### src/rtl/pixel_renderer.sv
// Two-stage per-pixel colour generator with frame-level collision accumulation.
// Game state is shadowed on frame_start so a whole frame renders from one snapshot.
module pixel_renderer #(
  parameter int PIXELS_VISIBLE = 640,
  parameter int ROWS_VISIBLE   = 480,
  parameter int BALL_SIZE      = 8,
  parameter int PADDLE_WIDTH   = 64,
  parameter int PADDLE_HEIGHT  = 8,
  parameter int PADDLE_ROW     = 456,
  parameter int BRICK_COLS     = 10,
  parameter int BRICK_ROWS     = 6,
  parameter int BRICK_WIDTH    = 64,
  parameter int BRICK_HEIGHT   = 16,
  parameter int BRICK_TOP      = 48
) (
  input  logic                                      clock,
  input  logic                                      reset,
  input  logic [9:0]                                pixel_x,
  input  logic [9:0]                                pixel_y,
  input  logic                                      visible,
  input  logic                                      frame_start,
  input  logic [9:0]                                ball_x,
  input  logic [9:0]                                ball_y,
  input  logic [9:0]                                paddle_x,
  input  logic [BRICK_ROWS*BRICK_COLS-1:0]          bricks,
  output logic [3:0]                                vga_red,
  output logic [3:0]                                vga_green,
  output logic [3:0]                                vga_blue,
  output logic                                      collision_valid,
  output logic                                      collision_paddle,
  output logic                                      collision_brick,
  output logic                                      collision_side,
  output logic                                      collision_top,
  output logic                                      collision_floor,
  output logic [$clog2(BRICK_ROWS*BRICK_COLS)-1:0]  collision_brick_index,
  output logic                                      collision_overrun,
  input  logic                                      collision_ack
);

  localparam int NUM_BRICKS = BRICK_ROWS * BRICK_COLS;
  localparam int IDX_W      = $clog2(NUM_BRICKS);
  localparam int ROW_W      = $clog2(BRICK_ROWS);
  localparam int COL_SHIFT  = $clog2(BRICK_WIDTH);
  localparam int ROW_SHIFT  = $clog2(BRICK_HEIGHT);

  localparam logic [10:0] BALL_M1     = 11'(BALL_SIZE - 1);
  localparam logic [10:0] PAD_W_M1    = 11'(PADDLE_WIDTH - 1);
  localparam logic [10:0] PAD_TOP     = 11'(PADDLE_ROW);
  localparam logic [10:0] PAD_BOT     = 11'(PADDLE_ROW + PADDLE_HEIGHT - 1);
  localparam logic [10:0] FIELD_TOP   = 11'(BRICK_TOP);
  localparam logic [10:0] FIELD_ROWS  = 11'(BRICK_ROWS);
  localparam logic [10:0] FIELD_COLS  = 11'(BRICK_COLS);
  localparam logic [10:0] X_LAST      = 11'(PIXELS_VISIBLE - 1);
  localparam logic [10:0] Y_LAST      = 11'(ROWS_VISIBLE - 1);
  localparam logic [ROW_W-1:0] RED_ROWS    = ROW_W'(2);
  localparam logic [ROW_W-1:0] YELLOW_ROWS = ROW_W'(4);

  typedef struct packed {
    logic              vis;
    logic              ball;
    logic              paddle;
    logic              brick;
    logic              side;
    logic              top;
    logic              floor;
    logic [ROW_W-1:0]  row;
    logic [IDX_W-1:0]  idx;
  } stage1_t;

  typedef struct packed {
    logic paddle;
    logic brick;
    logic side;
    logic top;
    logic floor;
  } flags_t;

  logic [9:0]            ball_x_q, ball_x_d;
  logic [9:0]            ball_y_q, ball_y_d;
  logic [9:0]            paddle_x_q, paddle_x_d;
  logic [NUM_BRICKS-1:0] bricks_q, bricks_d;
  stage1_t               s1_q, s1_d;
  logic [11:0]           rgb_q, rgb_d;
  flags_t                acc_q, acc_d;
  logic [IDX_W-1:0]      acc_idx_q, acc_idx_d;
  flags_t                rep_q, rep_d;
  logic [IDX_W-1:0]      rep_idx_q, rep_idx_d;
  logic                  valid_q, valid_d;
  logic                  overrun_q, overrun_d;

  logic [10:0] x, y, bx, by, px, y_rel, col, row, idx_full;
  logic        in_field, mortar, ball_px;
  flags_t      contrib, merged;

  // Stage 1: geometry tests against the shadowed game state.
  always_comb begin
    x        = {1'b0, pixel_x};
    y        = {1'b0, pixel_y};
    bx       = {1'b0, ball_x_q};
    by       = {1'b0, ball_y_q};
    px       = {1'b0, paddle_x_q};
    y_rel    = y - FIELD_TOP;
    col      = x >> COL_SHIFT;
    row      = y_rel >> ROW_SHIFT;
    idx_full = row * FIELD_COLS + col;
    in_field = (y >= FIELD_TOP) && (row < FIELD_ROWS) && (col < FIELD_COLS);
    mortar   = (x[COL_SHIFT-1:0] == '0) || (y_rel[ROW_SHIFT-1:0] == '0);

    s1_d        = '0;
    s1_d.vis    = visible;
    s1_d.ball   = (x >= bx) && (x <= bx + BALL_M1) && (y >= by) && (y <= by + BALL_M1);
    s1_d.paddle = (x >= px) && (x <= px + PAD_W_M1) && (y >= PAD_TOP) && (y <= PAD_BOT);
    s1_d.brick  = in_field && !mortar && bricks_q[idx_full[IDX_W-1:0]];
    s1_d.row    = row[ROW_W-1:0];
    s1_d.idx    = idx_full[IDX_W-1:0];
    s1_d.side   = (x == '0) || (x == X_LAST);
    s1_d.top    = (y == '0);
    s1_d.floor  = (y == Y_LAST);
  end

  // Stage 2: colour by priority ball > paddle > brick > background.
  always_comb begin
    rgb_d = 12'h000;
    if (s1_q.vis) begin
      if (s1_q.ball)                 rgb_d = 12'hFFF;
      else if (s1_q.paddle)          rgb_d = 12'h0FF;
      else if (s1_q.brick) begin
        if (s1_q.row < RED_ROWS)         rgb_d = 12'hF00;
        else if (s1_q.row < YELLOW_ROWS) rgb_d = 12'hFF0;
        else                             rgb_d = 12'h0F0;
      end
    end
  end

  // Accumulate, publish and handshake. The pixel sitting in stage 1 during
  // frame_start is folded into the report so no hit is lost at the boundary.
  always_comb begin
    ball_px = s1_q.vis && s1_q.ball;
    contrib = ball_px ? flags_t'{s1_q.paddle, s1_q.brick, s1_q.side, s1_q.top, s1_q.floor}
                      : '0;
    merged  = acc_q | contrib;

    acc_d     = merged;
    acc_idx_d = (!acc_q.brick && contrib.brick) ? s1_q.idx : acc_idx_q;
    rep_d     = rep_q;
    rep_idx_d = rep_idx_q;
    valid_d   = valid_q;
    overrun_d = overrun_q;

    if (frame_start && (merged != '0)) begin
      rep_d     = merged;
      rep_idx_d = acc_idx_d;
      valid_d   = 1'b1;
      overrun_d = valid_q && !collision_ack;
    end else if (collision_ack && valid_q) begin
      valid_d   = 1'b0;
      overrun_d = 1'b0;
    end

    if (frame_start) begin
      acc_d     = '0;
      acc_idx_d = '0;
    end
  end

  always_comb begin
    ball_x_d   = frame_start ? ball_x   : ball_x_q;
    ball_y_d   = frame_start ? ball_y   : ball_y_q;
    paddle_x_d = frame_start ? paddle_x : paddle_x_q;
    bricks_d   = frame_start ? bricks   : bricks_q;
  end

  // NOTE: the shadows are reset along with the pipeline so the first frame
  // after reset renders an empty field instead of whatever the flops woke up as.
  always_ff @(posedge clock) begin
    if (reset) begin
      ball_x_q   <= '0;
      ball_y_q   <= '0;
      paddle_x_q <= '0;
      bricks_q   <= '0;
      s1_q       <= '0;
      rgb_q      <= '0;
      acc_q      <= '0;
      acc_idx_q  <= '0;
      rep_q      <= '0;
      rep_idx_q  <= '0;
      valid_q    <= 1'b0;
      overrun_q  <= 1'b0;
    end else begin
      ball_x_q   <= ball_x_d;
      ball_y_q   <= ball_y_d;
      paddle_x_q <= paddle_x_d;
      bricks_q   <= bricks_d;
      s1_q       <= s1_d;
      rgb_q      <= rgb_d;
      acc_q      <= acc_d;
      acc_idx_q  <= acc_idx_d;
      rep_q      <= rep_d;
      rep_idx_q  <= rep_idx_d;
      valid_q    <= valid_d;
      overrun_q  <= overrun_d;
    end
  end

  assign vga_red               = rgb_q[11:8];
  assign vga_green             = rgb_q[7:4];
  assign vga_blue              = rgb_q[3:0];
  assign collision_valid       = valid_q;
  assign collision_paddle      = rep_q.paddle;
  assign collision_brick       = rep_q.brick;
  assign collision_side        = rep_q.side;
  assign collision_top         = rep_q.top;
  assign collision_floor       = rep_q.floor;
  assign collision_brick_index = rep_idx_q;
  assign collision_overrun     = overrun_q;

endmodule

### config.mk
export PLATFORM = sky130hd
export DESIGN_NAME = pixel_renderer
export DESIGN_NICKNAME = d
export VERILOG_FILES = /design/src/rtl/pixel_renderer.sv
export SDC_FILE = /design/constraint.sdc
export NUM_CORES = 1
export LEC_CHECK = 0
export ABC_AREA = 1
export CAP_MARGIN = 20
export CORE_MARGIN = 3
export CORE_UTILIZATION = 45
export DETAILED_ROUTE_END_ITERATION = 12
export DONT_BUFFER_PORTS = 1
export SYNTH_ARGS = -nofsm -noshare
export SYNTH_HDL_FRONTEND = slang
export SYNTH_SLANG_ARGS = --single-unit
### constraint.sdc
create_clock -name clock -period 3 [get_ports clock]
set_input_delay 0.75 -clock clock [delete_from_list [all_inputs] [get_ports clock]]
set_output_delay 0.75 -clock clock [all_outputs]
set_load 0.02 [all_outputs]
* After elaboration in Yosys (flattened, before gate mapping) *
Cells that the tools add are included.

word-level totals
  register bits after elaboration = 142
  output and inout bits = 25
  input port bits = 115
  word-level logic and storage cells = 92

operators by class
  multipliers = 1
  eq/ne operators = 2
  mux-type cells = 12
  add/sub/neg operators = 5
  reduce and logical (&&, ||, !) cells = 28
  bitwise logic cells = 2
  $lt $le $gt $ge = 14

operators by type and width
  kind                     count
  $mux W12                 5
  $le A10 B11 Y1           3
  $ge A10 B10 Y1           3
  $add A10 B3 Y11 const B  2
  $logic_not A10 Y1        2
  $logic_and A1 B1 Y1      15
  $add A10 B6 Y11 const B  1
  $sub A10 B6 Y11 const B  1
  $eq A10 B10 Y1 const B   1
  $eq A10 B9 Y1 const B    1
  $ge A10 B6 Y1 const B    1
  $ge A10 B9 Y1 const B    1
  $le A10 B9 Y1 const B    1
  $lt A6 B7 Y1 const B     1
  $lt A7 B3 Y1 const B     1
  $mul A7 B3 Y5 const B    1
  $add A6 B4 Y6            1
  $bmux W1 S6              1
  $logic_not A6 Y1         1
  $mux W6                  1
  $mux W5                  1
  $or A5 B5 Y5             1
  $reduce_bool A5 Y1       1
  $logic_not A4 Y1         1
  other kinds (9)          16

* Longest topological paths before layout *
  depth after elaboration = 6
  gate-level depth with buffers = 19
  mapped depth without buffers = 19

* Least setup slack after synthesis *
No wires, ideal clock.

  path kind = input to register
  start point = input pixel_y[4]
  end point = register s1_q[12] (netlist name)
  cell stages on the path = 12
  arrival = 2549 ps
  buffers on the path = 0
  library setup time = 113 ps
  path slack = 338 ps
  required time = 2887 ps
  path through = ha_1 xor2_2 xor2_1 ha_1 xnor2_1 inv_1 nand3_1 nand3_1 nand3_1 nand3_1 nand2_1 nor2_1

between the ends
  longest elaborated chain between the ends = 6
  elaborated cells between the ends (all ways) = 11
  those cells by class = 2 x add/sub; 1 x mul; 2 x order compare; 2 x mux; 4 x reduce/logical

ends and longest elaborated chain
  item                                                                         RTL line  source
  start: declaration                                                           19        input logic [9:0] pixel_y,
  $sub A10 B6 Y11                                                              102       y_rel = y - FIELD_TOP;
  $mul A7 B3 Y5 / $lt A7 B3 Y1 (equally long branches)                         105, 106
  $add A6 B4 Y6 / $logic_and A1 B1 Y1 (equally long branches)                  105, 106
  $bmux W1 S6 / $logic_and A1 B1 Y1 (equally long branches)                    113, 106
  $mux W1 (not written as such) / $logic_and A1 B1 Y1 (equally long branches)  113       s1_d.brick = in_field && !mortar && bricks_q[idx_full[IDX_W-1:0]];
  $logic_and A1 B1 Y1 (*)                                                      113
  end signal: assignment                                                       181       s1_q <= '0;
  end signal: assignment                                                       194       s1_q <= s1_d;
  end: declaration                                                             82        stage1_t s1_q, s1_d;

Mark *: on every way between the ends. The rest lies on a longest branch, timed or not. The select of a mux whose other input is x is not followed.
A chain may end at the register's enable or synchronous reset.

* Final worst setup path *
  start point = register paddle_x_q[0]
  end point = register s1_q[13] (netlist name)

between the ends
  longest elaborated chain between the ends = 5
  elaborated cells between the ends (all ways) = 6
  those cells by class = 1 x add/sub; 2 x order compare; 3 x reduce/logical

ends and longest elaborated chain
  item                                   RTL line  source
  start: declaration                     80        logic [9:0] paddle_x_q, paddle_x_d;
  start signal: assignment               192       paddle_x_q <= paddle_x_d;
  $add A10 B6 Y11                        112       s1_d.paddle = (x >= px) && (x <= px + PAD_W_M1) && (y >= PAD_TOP) && (y <= PAD_BOT);
  $le A10 B11 Y1                         112
  $logic_and A1 B1 Y1 (*) (3 in series)  112

Mark *: on every way between the ends. The rest lies on a longest branch, timed or not.

==> flow_summary.yaml <==
floorplan:
  core-area_sq_mm: 0.01600
  die_x_microns: 134.2
  placementRows: 46
  die_y_microns: 134.2
  fp.dieArea_sq_mm: 0.01802
  start_util: 0.4625
  io_pins: 140
sta:
  slew_viol_final: 0
  worstMarginPinSlew_ps: 758.6
  rsz0062_at_grt: "false"
  finalHoldViolCount: 0
  fin_crit_ps: 2480
  fin_tns_setup_ps: 0
  skew_ps: 10.05
  fin_crit_sh: 0.8266
  setup_viol: 0
  fin_ws_ps: 520.2
  fmaxAchievable_ghz: 0.4033
  max_slew_margin: 0.4936
critical_path:
  crit_path_max_fanout: 4
  endpoint_kind: "flip-flop"
  crit_type: "flip-flop to flip-flop"
  cp.arrival_ps: 2830
  crit_path_end: "s1_q[13]"
  cp-start-kind: "flip-flop"
  reg2reg_depth: 16
  r2r_start: "paddle_x_q[0]"
  r2r_slack_ps: 520
  crit_required_ps: 3350
  critPathLaunch: "paddle_x_q[0]"
  r2r_end: "s1_q[13]"
route:
  drt-total-wl_microns: 18780
  route.detailed.drc: 0
  dr.pass1.iters: 5
  vias_per_cell: 5.146
  final_antenna_net_count: 0
  wl_per_cell_microns: 15.15
  vias: 6381
  drt_iter0_drc: 423
cells_and_area:
  final_nets: 1199
  antenna_cells: 0
  fill_cells: 1662
  area_delta_synth_final_pct: 10.37
  drive_gt1_frac: 0.04883
  fin_cells: 1240
synth:
  yosys.area.top_type_share: 0.3571
  synth-async-reset-ratio: 0
  yosysMostFrequentCell: "nor2_1"
  synth_common_cells: "nor2_1 (167), nand2_1 (161), dfxtp_1 (132)"
  yosysUniqueCellTypes: 37
  netlist_area_sq_mm: 0.007400
  synth_area_leaders: "dfxtp_1 (36%), ha_1 (12%), nor2_1 (8.5%)"
  ys.warnings.count: 0
  synth_edf_count: 0
  seq_area_frac_synth: 0.3571
  synth-seq-cells: 132
  synth_cells: 1034
  yosys.area.top_type: "dfxtp_1"
  avgSynthCellArea_sq_um: 7.156
  synth.net_count: 1222
  synth_ff_type: "dfxtp_1"
global_route:
  grt_max_degree: 53
  grt.overflow.total: 0
  grt_pass1_vias: 6225
  grt_pass1_wl_microns: 30880
  grt_usage: 0.2120
  antenna_found_initial: 0
clock_network:
  cts_max_level: 4
  cts_root_buf: "clkbuf_16"
  cts_tree: "yes"
  clkSinkCount: 132
  clkSlewWorstSetupHoldPaths_ps: 60
  postCtsHoldBufs: 0
  numCtsBuffers: 17
  cts_resized: 0
  clk_latency_ps: 420
  cts_buffer_depth: 2
  cts_setup_buffers: 0
pwr:
  p_leak_nw: 3.589
  peakVddDrop_v: 0.0004412
  p_per_area_mw_per_mm2: 613.3
flow_run:
  maxCapViolCount: 0
placement:
  dp_cells: 1208
  port_buffers: 0
  hpwlAfterDp_microns: 13660
  place.gp.congestion: 0.8396
  place_worst_setup_slack_ps: 186.7
run_status:
  status: "complete, no violations"
hold_path:
  hold_class: "input pin to flip-flop"
[worst max-delay path, cell delays in order, from the launching register on]
cell and delay [ps]:
dfxtp_1 310, inv_1 130, ha_1 220, nand2_1 60, nor2_1 200, nand2_1 80, nand2_1 100, nor2_1 70
xor2_1 140, ha_1 290, nand2_1 60, or3_1 370, o21ai_0 150, inv_1 50, nand2_1 60, nand2_1 40
nor2_1 90
[logic make-up after synthesis]
family	count (synthesis)	synth area share
xor gates and xnor gates	29	0.03534
adders and majority gates	73	0.1245
DFF	132	0.3571
buffers and inverters	154	0.08505
muxes	6	0.008117
and+or+nand+nor	416	0.2296
AOI/OAI and AO/OA	224	0.1603
[through the flow]
stage | cell area, sq um | util | power, mW | hold slack, ps
after floorplan | 7400 | - | 2.564 | 428.9
after global placement | 7517 | 0.4698 | 2.738 | 442.6
after detailed placement | 7517 | 0.4698 | 2.751 | 447.1
after CTS | 8167 | 0.5104 | 5.056 | 381.9
after global routing | 8167 | 0.5104 | 5.270 | 377.1
final | 8167 | 0.5104 | 5.009 | 398.5
[layer usage]
metal	GRT usage	vias up	routed length (microns)
met4	0.05486	0	199
met5	0	-	0
met2	0.3416	127	8441
li1	-	3357	-
met1	0.2846	2877	9079
met3	0.05364	20	1061
[how the worst min path moves through the flow]
stage,start,end,slack (ps),depth (start not counted)
2_1_floorplan,bricks_q[18],bricks_q[18],430,2
3_3_place_gp,bricks_q[46],bricks_q[46],440,2
3_5_place_dp,bricks_q[26],bricks_q[26],450,2
4_1_cts,reset,collision_top,380,1
5_1_grt,reset,collision_top,380,1
6_report,reset,s1_q[15],400,1
[flip-flops by register name (all words and copies together), names as in the netlist]
signal                 cells
acc_idx_q                  6
acc_q                      5
ball_x_q                  10
ball_y_q                  10
bricks_q                  60
collision_brick            1
collision_brick_index      6
collision_floor            1
collision_overrun          1
collision_paddle           1
collision_side             1
collision_top              1
collision_valid            1
paddle_x_q                10
rgb_q                      3
s1_q                      15
[report_power, final]
part           internal (mW)  total, mW  switching (mW)
Combinational          0.309      0.808           0.499
Clock                   1.50       2.29           0.794
Sequential              1.86       1.91          0.0511
[placed cells by master, fill, tap and decap left out, types with 2 or more instances in the layout]
cell type,netlist,final
nor3_1,6,6
mux2i_1,6,6
xor2_1,22,22
inv_1,98,98
a21oi_1,87,87
nand2_1,161,161
nor2_1,167,167
o21bai_1,2,2
ha_1,72,72
nand3_1,63,63
nor4_1,3,3
nand3b_1,3,3
o211ai_1,4,4
a211oi_1,6,6
inv_2,2,2
xnor2_1,6,6
o2111ai_1,3,3
clkbuf_16,0,17
o21ai_1,2,2
clkinv_2,0,2
a21o_1,2,2
clkbuf_1,36,2
clkinv_4,0,3
nand4_1,8,8
o21ai_0,114,114
or3_1,2,2
buf_4,10,10
bufinv_16,0,5
dfxtp_1,132,132
a211oi_2,2,2
[final cells by class]
cell class                 count  area, sq um  share of cell area
clock buffer                  20        446.7             0.05470
inverter                     101        381.6             0.04673
sequential                   132         2643              0.3236
tap                          216        270.3             0.03309
clock inverter                12        202.7             0.02482
timing repair buffer          11        95.09             0.01164
multi-input combinational    748         4128              0.5054
No activity file was read; power rests on OpenSTA's default activity.
==> RTL edit 1 (same settings) <==
`BRICK_WIDTH`: 64 -> 128.
--- a/src/rtl/pixel_renderer.sv
+++ b/src/rtl/pixel_renderer.sv
@@ -9,7 +9,7 @@
   parameter int PADDLE_ROW     = 456,
   parameter int BRICK_COLS     = 10,
   parameter int BRICK_ROWS     = 6,
-  parameter int BRICK_WIDTH    = 64,
+  parameter int BRICK_WIDTH    = 128,
   parameter int BRICK_HEIGHT   = 16,
   parameter int BRICK_TOP      = 48
 ) (
Formal check against the unedited RTL: not equivalent (Yosys sat finds a counterexample within 4 cycles, from zero or initial values and one cycle with reset high).
==> RTL edit 1 against the original RTL <==
- design area barely moved
- total power fell by 5.9%
- wire length fell by 3.1%
- synthesized area rose by 1.4%
- synthesized cell count rose by 1.7%
- sequential cell count did not move
- combinational power fell by 5.3%
- setup slack improved by 0.22 ns
- largest power group unchanged
- highest routed layer is now met5
==> RTL edit 1: results (changes against the original RTL) <==
stage;metric;value;unit;change
outcome;status;finished clean;;
power_and_ir_drop;ir_drop;424;uV;-4.0%
hold_path;hold_end;collision_overrun$_SDFFE_PP0P_;;
place;pre_cts_ws;0.395;ns;+0.208 ns
global_route;use_met3;0.0513;;-0.00238
place;place_congestion;0.882;;+5.1%
power_and_ir_drop;seq_power_share;0.404;;+0.023
route;wl_met1;8580;um;-5.5%
clock_network;h-tree-depth;4;;unchanged
timing;max_slew_margin;0.495;;+0.00179
timing;whs;0.389;ns;-0.00977 ns
critical_path;rrSetupSlack;0.74;ns;+0.22 ns
global_route;grt_use_total;0.202;;-0.00983
critical_path;startpoint_type;flip-flop;;
global_route;grt_max_degree;57;;+7.5%
route;routed_wirelength;18200;um;-3.1%
synth;synth_cell_types;39;;+5.4%
global_route;grt_pass1_vias;6016;;-3.4%
critical_path;path_max_fanout;6;;+2
synth;synth_area_leaders;dfxtp_1 (35%), ha_1 (12%), nand2_1 (9.0%);;
final_layout;n_antenna_cell;0;;unchanged
critical_path;critPathTopFamily;simple AND/OR/NAND/NOR gates;;
synth;yosysSeqAreaShare;0.352;;-0.00506
global_route;grtUsageMet2;0.332;;-0.00976
power_and_ir_drop;leakagePower;3.61;nW;+0.65%
synth;postSynthAreaPerCell;7.13;um2;-0.30%
global_route;gr-usage-met1;0.265;;-0.0197
critical_path;worstReg2RegStart;paddle_x_q[0]$_SDFFE_PP0P_;;
final_layout;layout.cells.non_filler;1255;;+1.2%
power_and_ir_drop;swShare;0.279;;+0.0104
final_layout;fillCellCount;1672;;+0.60%
route;vias;6405;;+0.38%
power_and_ir_drop;finalPower;0.00471;W;-5.9%
final_layout;nets;1213;;+1.2%
route;met2_length;8350;um;-1.1%
critical_path;r2r-end;s1_q[13]$_SDFF_PP0_;;
timing;fin_crit;2.26;ns;-0.216 ns
route;first_iter_violations;379;;-10%
clock_network;cts_setup_buffers;0;;unchanged
route;top_layer;met5;;
global_route;antenna_found_initial;2;;+2
global_route;grt_pass1_wl;29400;um;-4.7%
route;drt_pre_antenna_iters;5;;unchanged
synth;ys_top_cells_by_count;nand2_1 (180), nor2_1 (169), dfxtp_1 (132);;
clock_network;cts-root-buf;clkbuf_16;;
place;place_hpwl;13500;um;-1.4%
power_and_ir_drop;power_frac_comb;0.162;;
timing;fin_worst_skew;0.00917;ns;-0.000882 ns
place;place_area;7580;um2;+0.82%
critical_path;reg2regPathDepth;17;;+1
critical_path;crit_slowest_cell;dfxtp_1;;
critical_path;max_stage_delay;0.31;ns;-0.06 ns
critical_path;critPathArrivalTime;2.62;ns;-0.21 ns
route;wl_met3;988;um;-6.9%
hold_path;hp-start;reset;;
final_layout;drive_gt1_frac;0.0635;;+0.0147
hold_path;hold_class;input pin to flip-flop;;
[RTL edit 1: area by class of cell]
| cell class | count | area (um2) | area share |
|---|---|---|---|
| clock buffers | 23 | 498 | 0.0609 |
| well taps | 216 | 270 | 0.0331 |
| repair buffers | 8 | 60.1 | 0.00735 |
| inverters | 99 | 378 | 0.0462 |
| flip-flops and latches | 132 | 2640 | 0.323 |
| multi-input cells | 768 | 4230 | 0.517 |
| clock inverters | 9 | 93.8 | 0.0115 |
[RTL edit 1: logic make-up after synthesis]
| family | count (synthesis) | share of synthesized area |
|---|---|---|
| mux | 6 | 0.00800 |
| fa+ha+maj | 72 | 0.121 |
| buf+inv | 152 | 0.0847 |
| flops | 132 | 0.352 |
| simple gates | 453 | 0.255 |
| xor+xnor | 24 | 0.0280 |
| compound gates | 213 | 0.151 |
==> RTL edit 2 (config.mk and constraints unchanged) <==
Made on the original files. Reset style: asynchronous (`reset`), changed in one clocked block.
--- a/src/rtl/pixel_renderer.sv
+++ b/src/rtl/pixel_renderer.sv
@@ -172,7 +172,7 @@
 
   // NOTE: the shadows are reset along with the pipeline so the first frame
   // after reset renders an empty field instead of whatever the flops woke up as.
-  always_ff @(posedge clock) begin
+  always_ff @(posedge clock or posedge reset) begin
     if (reset) begin
       ball_x_q   <= '0;
       ball_y_q   <= '0;
Formal check against the unedited RTL: differs if reset is asserted again (counterexample within 4 cycles, from zero or initial values and one cycle with reset high); with reset held inactive, the same outputs for 4 cycles.
==> RTL edit 2 against the original RTL <==
- sequential share of layout area rose by 6.1 points
- wire length fell by 3.8%
- total power rose by 2.1%
- setup slack improved by 0.13 ns
- first-iteration DRC count fell by 31%
- clock power fell by 6%
- synthesized area rose by 6.7%
- cell count fell by 0.32%
- sequential cell count did not move
- global-route usage fell by 1.7 points
- design area rose by 5.2%
- combinational power rose by 9.5%
- die area rose by 6.4%
- largest cell class unchanged
- highest routed layer unchanged
==> RTL edit 2: results (changes against the original RTL) <==
stage;metric;value;unit;change
critical_path;critPathArrivalTime;2.69;ns;-0.14 ns
route;vias;6204;;-2.8%
clock_network;insertion_delay;0.42;ns;about the same
global_route;antenna_found_initial;0;;unchanged
clock_network;cts.reportedPaths.clkPinSlew;0.06;ns;about the same
synth;ys_top_cells_by_count;nand2_1 (379), dfrtp_1 (132), inv_1 (89);;
power_and_ir_drop;ir_drop;460;uV;+4.3%
global_route;grt_pass1_vias;6282;;+0.92%
place;place_congestion;0.860;;+2.4%
clock_network;cts_max_path_buffers;2;;unchanged
critical_path;max_stage_delay;0.38;ns;
clock_network;cts_inserted_buffers;17;;unchanged
place;place_area;7990;um2;+6.2%
synth;synth_cell_types;37;;unchanged
clock_network;ctsResizeCount;0;;unchanged
final_layout;fillCellCount;1646;;-0.96%
outcome;status;finished clean;;
final_layout;n_antenna_cell;0;;unchanged
clock_network;cts-root-buf;clkbuf_16;;
synth;synth_area_leaders;dfrtp_1 (42%), nand2_1 (18%), ha_1 (11%);;
clock_network;h-tree-depth;4;;unchanged
critical_path;crit_slowest_cell;dfrtp_1;;
timing;fin_worst_skew;0.00707;ns;-0.00298 ns
global_route;grt_max_degree;139;;+160%
synth;ys_async_sr_fraction;1.00;;+1.00
place;place_hpwl;13100;um;-4.3%
final_layout;nets;1191;;-0.67%
critical_path;critPathTopFamily;simple AND/OR/NAND/NOR gates;;
synth;dominantRegCellSynth;dfrtp_1;;
place;port_buffers;0;;unchanged
route;drt_pre_antenna_iters;7;;+2
route;first_iter_violations;292;;-31%
hold_path;hold_class;input pin to asynchronous set/reset pin;;
synth;yosysSeqAreaShare;0.418;;+0.0611
route;routedWlPerCell;14.6;um;-3.5%
final_layout;drive_gt1_frac;0.0433;;-0.00552
global_route;grt_use_total;0.195;;-0.0167
synth;ys_warn_count;0;;unchanged
global_route;grt_pass1_wl;30800;um;-0.25%
final_layout;top_regs;bricks_q x60, s1_q x15;;
timing;tightest_slew;0.753;ns;-0.00592 ns
critical_path;path_max_fanout;4;;unchanged
clock_network;cts_setup_buffers;0;;unchanged
power_and_ir_drop;leakagePower;4.46;nW;+24%
-- RTL edit 2: layer usage --
layer	GRT usage	wire length, um	up-vias
li1	-	-	3232
met1	0.272	8830	2840
met2	0.307	8230	119
met3	0.0490	801	13
met4	0.0489	202	0
met5	0	0	-
-- RTL edit 2: final timing paths --
kind / end / start / slack (ns) / cells after the start
worst max-delay path: s1_q[13]$_DFF_PP0_ / paddle_x_q[0]$_DFFE_PP0P_ / 0.65 / 15
worst min register to register: bricks_q[32]$_DFFE_PP0P_ / bricks_q[32]$_DFFE_PP0P_ / 0.47 / 2
worst max register to register: s1_q[13]$_DFF_PP0_ / paddle_x_q[0]$_DFFE_PP0P_ / 0.65 / 15
max in group asynchronous: paddle_x_q[3]$_DFFE_PP0P_ / reset / 2.32 / 2
min in group clock: s1_q[15]$_DFF_PP0_ / visible / 0.36 / 0
worst min-delay path: collision_brick_index[1]$_DFFE_PP0P_ / reset / 0.32 / 2
-- RTL edit 2: layout make-up --
type / count / area [um2] / share of cell area
multi-input combinational: 754 / 3990 / 0.464
clock inverter: 11 / 149 / 0.0173
sequential: 132 / 3300 / 0.384
tap: 220 / 275 / 0.0320
clock buffer: 21 / 460 / 0.0536
timing repair buffer: 5 / 62.6 / 0.00728
inverter: 93 / 355 / 0.0413
-- RTL edit 2: stage by stage --
stage               total power, W  hold WS [ns]  setup slack [ns]  cells
finish                     0.00511         0.323             0.654   1236
global route               0.00544         0.333             0.351   1236
CTS                        0.00518         0.325             0.643   1236
detailed placement         0.00301         0.459             0.254   1204
global placement           0.00299         0.454             0.327   1204
floorplan                  0.00283         0.426             0.395   1022
-- RTL edit 2: kinds of logic after synthesis --
| kind of cell | Yosys count | synth area share |
|---|---|---|
| AND/OR/NAND/NOR | 539 | 0.276 |
| buffers and inverters | 136 | 0.0767 |
| flip-flops | 132 | 0.418 |
| AO/OA/AOI/OAI | 113 | 0.0791 |
| adder cells (fa/ha/maj) | 73 | 0.117 |
| XOR/XNOR | 23 | 0.0255 |
| multiplexers | 6 | 0.00760 |
-- RTL edit 2: power by group --
part / leakage (nW) / switching, W / total [W] / internal [W]
clock: 0.290 / 0.000793 / 0.00215 / 0.00135
sequential: 1.65 / 0.000141 / 0.00208 / 0.00194
combinational: 2.52 / 0.000545 / 0.000885 / 0.000340
total: 4.46 / 0.00148 / 0.00511 / 0.00364
